$ cat src/rtl/traffic_controller.sv
// Two-road traffic-light phase sequencer: PG -> PY -> SG -> SY -> PG, with PG
// held (green extension) until a secondary-road request has been latched.
// Ports: Clock/Reset (sync, active-high), SecondarySensor (level, in);
//        StateFlag[1:0], SecondsLeft[7:0], Tick, RequestPending (all registered, out).
module traffic_controller #(
   parameter int TICK_DIV = 50_000_000,
   parameter int PG_TIME  = 20,
   parameter int PY_TIME  = 3,
   parameter int SG_TIME  = 10,
   parameter int SY_TIME  = 3
) (
   input  logic       Clock,
   input  logic       Reset,
   input  logic       SecondarySensor,
   output logic [1:0] StateFlag,
   output logic [7:0] SecondsLeft,
   output logic       Tick,
   output logic       RequestPending
);

   localparam int CNT_W = $clog2(TICK_DIV);

   localparam logic [CNT_W-1:0] PRESC_LAST = CNT_W'(TICK_DIV - 1);
   localparam logic [CNT_W-1:0] PRESC_PRE  = CNT_W'(TICK_DIV - 2);

   localparam logic [7:0] PG_LOAD = 8'(PG_TIME);
   localparam logic [7:0] PY_LOAD = 8'(PY_TIME);
   localparam logic [7:0] SG_LOAD = 8'(SG_TIME);
   localparam logic [7:0] SY_LOAD = 8'(SY_TIME);

   typedef enum logic [1:0] {
      PG = 2'd0,
      PY = 2'd1,
      SG = 2'd2,
      SY = 2'd3
   } phase_t;

   phase_t           state;
   phase_t           state_nxt;
   logic [7:0]       secs_nxt;
   logic             req_nxt;
   logic [CNT_W-1:0] presc;

   assign StateFlag = state;

   // Tick is registered, so it is raised one count early: it is then high
   // exactly in the cycle where the prescaler holds TICK_DIV-1.
   always_ff @(posedge Clock) begin
      if (Reset) begin
         presc          <= '0;
         Tick           <= 1'b0;
         state          <= PG;
         SecondsLeft    <= PG_LOAD;
         RequestPending <= 1'b0;
      end else begin
         presc          <= (presc == PRESC_LAST) ? '0 : presc + CNT_W'(1);
         Tick           <= (presc == PRESC_PRE);
         state          <= state_nxt;
         SecondsLeft    <= secs_nxt;
         RequestPending <= req_nxt;
      end
   end

   always_comb begin
      state_nxt = state;
      secs_nxt  = SecondsLeft;
      req_nxt   = RequestPending;

      // The sensor is ignored while the secondary road already has green.
      if (SecondarySensor && (state != SG))
         req_nxt = 1'b1;

      // Phase decisions use the registered request, so a request latched on
      // the same edge as an expiring PG tick waits for the following tick.
      if (Tick) begin
         if (SecondsLeft > 8'd1) begin
            secs_nxt = SecondsLeft - 8'd1;
         end else begin
            case (state)
               PG: begin
                  if (RequestPending) begin
                     state_nxt = PY;
                     secs_nxt  = PY_LOAD;
                  end else begin
                     secs_nxt  = 8'd0;   // green extension
                  end
               end
               PY: begin
                  state_nxt = SG;
                  secs_nxt  = SG_LOAD;
                  req_nxt   = 1'b0;      // clear wins over a same-edge set
               end
               SG: begin
                  state_nxt = SY;
                  secs_nxt  = SY_LOAD;
               end
               SY: begin
                  state_nxt = PG;
                  secs_nxt  = PG_LOAD;
               end
               default: begin
                  state_nxt = PG;
                  secs_nxt  = PG_LOAD;
               end
            endcase
         end
      end
   end

endmodule

$ cat config.mk
export PLATFORM = sky130hd
export DESIGN_NAME = traffic_controller
export DESIGN_NICKNAME = d
export VERILOG_FILES = /design/src/rtl/traffic_controller.sv
export SDC_FILE = /design/constraint.sdc
export NUM_CORES = 1
export LEC_CHECK = 0
export BUFFER_PORTS_ARGS = -buffer_cell sky130_fd_sc_hd__buf_4
export CORE_MARGIN = 1
export CORE_UTILIZATION = 30
export DETAILED_ROUTE_END_ITERATION = 10
export HOLD_SLACK_MARGIN = 0.05
export PLACE_DENSITY = 0.52
export RECOVER_POWER = 100
export SKIP_CTS_REPAIR_TIMING = 1
export SYNTH_ARGS = -nofsm -noshare
export SYNTH_HDL_FRONTEND = slang
export SYNTH_SLANG_ARGS = --single-unit
export TNS_END_PERCENT = 20
$ cat constraint.sdc
create_clock -name Clock -period 5.75 [get_ports Clock]
set_input_delay 0.2875 -clock Clock [delete_from_list [all_inputs] [get_ports Clock]]
set_output_delay 0.2875 -clock Clock [all_outputs]
set_load 0.01 [all_outputs]
* After elaboration in Yosys (flattened, before gate mapping) *
Cells that the tools add are included.
W data, S select, Z words.

word-level totals
  register bits after elaboration = 38
  bits of input ports = 3
  output and inout port bits = 12
  word-level logic and storage cells = 29

cells by class
  $add $sub $neg = 2
  magnitude comparators = 1
  equality and inequality tests = 7
  multiplexer cells = 9
  bitwise operators = 1
  reductions and logical operators = 4

operators with widths
  kind                     number
  $eq A26 B26 Y1 const B   2
  $pmux W8 S4              1
  $add A26 B1 Y26 const B  1
  $gt A8 B1 Y1 const B     1
  $mux W8                  1
  $pmux W2 S4              1
  $sub A8 B1 Y8 const B    1
  $eq A2 B2 Y1 const B     2
  $mux W1                  4
  $mux W2                  2
  $ne A2 B2 Y1 const B     2
  $reduce_and A3 Y1        1
  $eq A2 B1 Y1 const B     1
  $logic_not A2 Y1         1
  $reduce_or A2 Y1         1
  $logic_and A1 B1 Y1      1
  $not A1 Y1               1

* Logic depth before layout (Yosys ltp) *
  depth in word-level cells = 6
  gate-level depth with buffers = 6
  mapped depth without buffers = 6

* Worst setup path before layout *
Ideal clock, no wire load.

  kind = register to register
  start = register SecondsLeft[4]
  end = register state[0], in the netlist StateFlag[0]
  library setup time = 0.086 ns
  data arrival time = 1.813 ns
  data required time = 5.664 ns
  slack = 3.850 ns
  stages on the path, launching flop included = 5
  path buffers = 0
  clock period less this slack = 1.900 ns
  cell sequence = dfxtp_1 > or4_4 > nor4b_4 > o21ai_2 > a221oi_2

on the way
  word-level cells in the longest chain between the ends = 3

ends and longest elaborated chain
  element                      line  source
  start, declared              16    output logic [7:0] SecondsLeft,
  start signal, assigned       59    SecondsLeft <= secs_nxt;
  $gt A8 B1 Y1                 76    if (SecondsLeft > 8'd1) begin
  $not A1 Y1 (no line)         -
  $reduce_and A3 Y1 (no line)  -
  end signal, assigned         58    state <= state_nxt;
  end, declared                38    phase_t state;

No other way between the ends.
A chain may end at the register's enable or synchronous reset.

* Worst setup path in the final report *
Ends and elaborated chain as after synthesis.

==> flow_summary_export.csv <==
group,metric,value,unit
finish,syn_to_final_growth,11.6,%
yosys,ys_types,36,
finish,drive_gt1_frac,0.0638,
finish,finish.utilization,0.353,
route,drt-initial-drc-count,88,
yosys,synthMuxAreaShare,0.0157,
route,wl,3940,µm
die,start_util,0.316,
yosys,syn_inst,220,
timing,min_period_over_period,0.580,
yosys,synth_xor_area_frac,0.0735,
critical_path,crit_fanout,10,
timing,hold_viol,0,
min_path,min_path_type,"primary input to flop",
clock_network,clock_latency,300,ps
timing,skew,14.2,ps
clock_network,clock_tree.buffer_depth,2,
critical_path,rr_startpoint,"SecondsLeft[4]",
yosys,synthAdderAreaFrac,0.0591,
die,die_x,81.7,µm
clock_network,cts.clk_slew.worst_paths,90,ps
critical_path,reg2reg_depth,4,
yosys,synth-simple-area-share,0.306,
critical_path,rrSetupSlack,2420,ps
yosys,synthFlopType,"dfxtp_1",
critical_path,worst_path_max_delay_cell,"nor4b_1",
min_path,hold_depth,2,
place,hpwlAfterDp,2820,µm
critical_path,worstPathCellList,"or4_1 > nor4b_1 > o21ai_0 > a221oi_2",
route,via_per_inst,5.12,
timing,fmax,300,MHz
yosys,synth_top_area_share,0.399,
yosys,ys_warn_count,0,
min_path,holdCritStartpoint,"Reset",
yosys,synth-edff-count,0,
yosys,synth_compound_area_frac,0.114,
yosys,async_reset_ff_frac,0,
die,dieArea,6680,µm²
critical_path,endpoint_kind,"flop",
yosys,synth.area.top_cells,"dfxtp_1, ha_1, xnor2_1",
place,gp_congestion,0.763,
timing,finalCriticalPeriod,3330,ps
global_routing,overflow,0,
clock_network,h-tree-depth,2,
route,post_drt_wl_per_cell,12.7,µm
place,io_buffers,14,
timing,setup_tns,0,ps
finish,nets,246,
yosys,yosysTopAreaCell,"dfxtp_1",
critical_path,startpoint_type,"flop",
flow_run,drv_cap,1,
die,die_y,81.7,µm
die,coreArea,6030,µm²
power,p_per_area,238,nW/µm²
route,antenna_left,0,
timing,drv_slew,11,
yosys,synth_top_family_by_area,"simple AND/OR/NAND/NOR gates",
global_routing,grt_use_total,0.133,
yosys,syn_nets,232,
route,num_vias,1587,
global_routing,grt_max_degree,22,
critical_path,cp_data_arrival_time,3540,ps
die,ios,15,
timing,tightest_slew,1720,ps
critical_path,path_class,"flop to flop",
yosys,synth.avg_cell_area,8.67,µm²
critical_path,max_stage_delay,1410,ps
global_routing,grt_pass1_vias,1407,
outcome,violations,"max-capacitance violations, max-slew violations",
power,p_leak,0.713,nW
timing,setup_viol,0,
yosys,ys_seq_area_frac,0.399,
route,first_pass_iters,4,
yosys,synth_seq_cells,38,
finish,n_antenna_cell,0,
clock_network,cts.root.buffer_cell,"clkbuf_8",
outcome,status,"complete, but fails checks",
critical_path,worstPathRequired,5950,ps
clock_network,clock_sinks,38,
clock_network,cts_tree,"built",
yosys,netlist_area,1910,µm²
route,drc,0,
clock_network,cts_buffers,5,
critical_path,setup.worst_path.start,"SecondsLeft[4]",
finish,num-fill-cells,661,
yosys,yosys-top-cells-count,"dfxtp_1, nor2_1, nand2_1",
timing,slew_headroom,-0.164,
global_routing,grt_pass1_wl,6800,µm
global_routing,antenna_found_initial,0,
power,peakVddDrop,0.112,mV
timing,rsz0062_at_grt,"no",
yosys,synth_most_common_cell,"dfxtp_1",
die,num_rows,28,
-- state kept, by name, summed over array words and instances, names as in the netlist --
name / count
RequestPending: 1
SecondsLeft: 8
StateFlag: 2
Tick: 1
presc: 26
-- cell type report --
type,count,area [µm²],area share
multi-input combinational,165,1070,0.501
sequential,38,761,0.357
tap,75,93.8,0.0441
clock buffer,5,68.8,0.0323
timing repair buffer,15,63.8,0.0300
clock inverter,3,40.0,0.0188
inverter,9,33.8,0.0159
-- critical path, delay by kind of cell, from the launching register on --
family | cells | cell delay [ps]
AOI/OAI and AO/OA | 2 | 870
and+or+nand+nor | 2 | 2010
DFF | 1 | 360
-- layout by cell type, fill, tap and decap left out, types with 2 or more instances in the layout --
master and n:
inv_1 9, buf_4 2, clkbuf_8 5, xnor2_1 10
nor3_1 7, or3_1 8, nor4b_1 2, or4_1 7
ha_1 9, o21ai_0 8, xor2_1 6, nor4_1 4
and3_1 4, nand4_1 11, nand3_1 10, mux2i_1 3
nor2b_1 3, clkbuf_1 13, dfxtp_1 38, o31ai_1 6
and2b_2 2, and4_1 4, clkinv_2 2, nand2_1 14
a21oi_1 13, and2_1 2, nor2_1 23
-- path summary, 6_finish.rpt --
check | to
worst max register to register | StateFlag[0]
worst max-delay path | StateFlag[0]
worst min register to register | presc[0]
worst min-delay path | SecondsLeft[3]
-- metrics by stage --
step | total power, mW | setup WS (ps) | std cells | hold slack, ps | instance area [µm²]
after floorplan | 0.281 | 3850 | 220 | 354 | 1910
after global placement | 0.287 | 3700 | 302 | 460 | 2090
after detailed placement | 0.287 | 3650 | 302 | 471 | 2090
after CTS | 0.512 | 3610 | 310 | 281 | 2200
after global routing | 0.526 | 2050 | 310 | 289 | 2130
final | 0.506 | 2420 | 310 | 279 | 2130
-- report_power, final --
part | switching [mW] | leakage (nW) | internal, mW
clock | 0.0984 | 0.0579 | 0.128
combinational | 0.00740 | 0.348 | 0.00404
sequential | 0.00271 | 0.307 | 0.265
-- kinds of logic (layout without fill, tap and decap cells) --
family,Yosys count,count (layout)
simple gates,103,103
flops,38,38
compound gates,34,34
buf+inv,17,32
xor+xnor,16,16
fa+ha+maj,9,9
mux,3,3
-- layer usage --
| metal | wire length, µm | track usage |
|---|---|---|
| met1 | 2070 | 0.193 |
| met2 | 1660 | 0.183 |
| met3 | 132 | 0.0322 |
| met4 | 77 | 0.0579 |
| met5 | 0 | 0 |
Note: power is estimated with default switching activity, not from simulation.
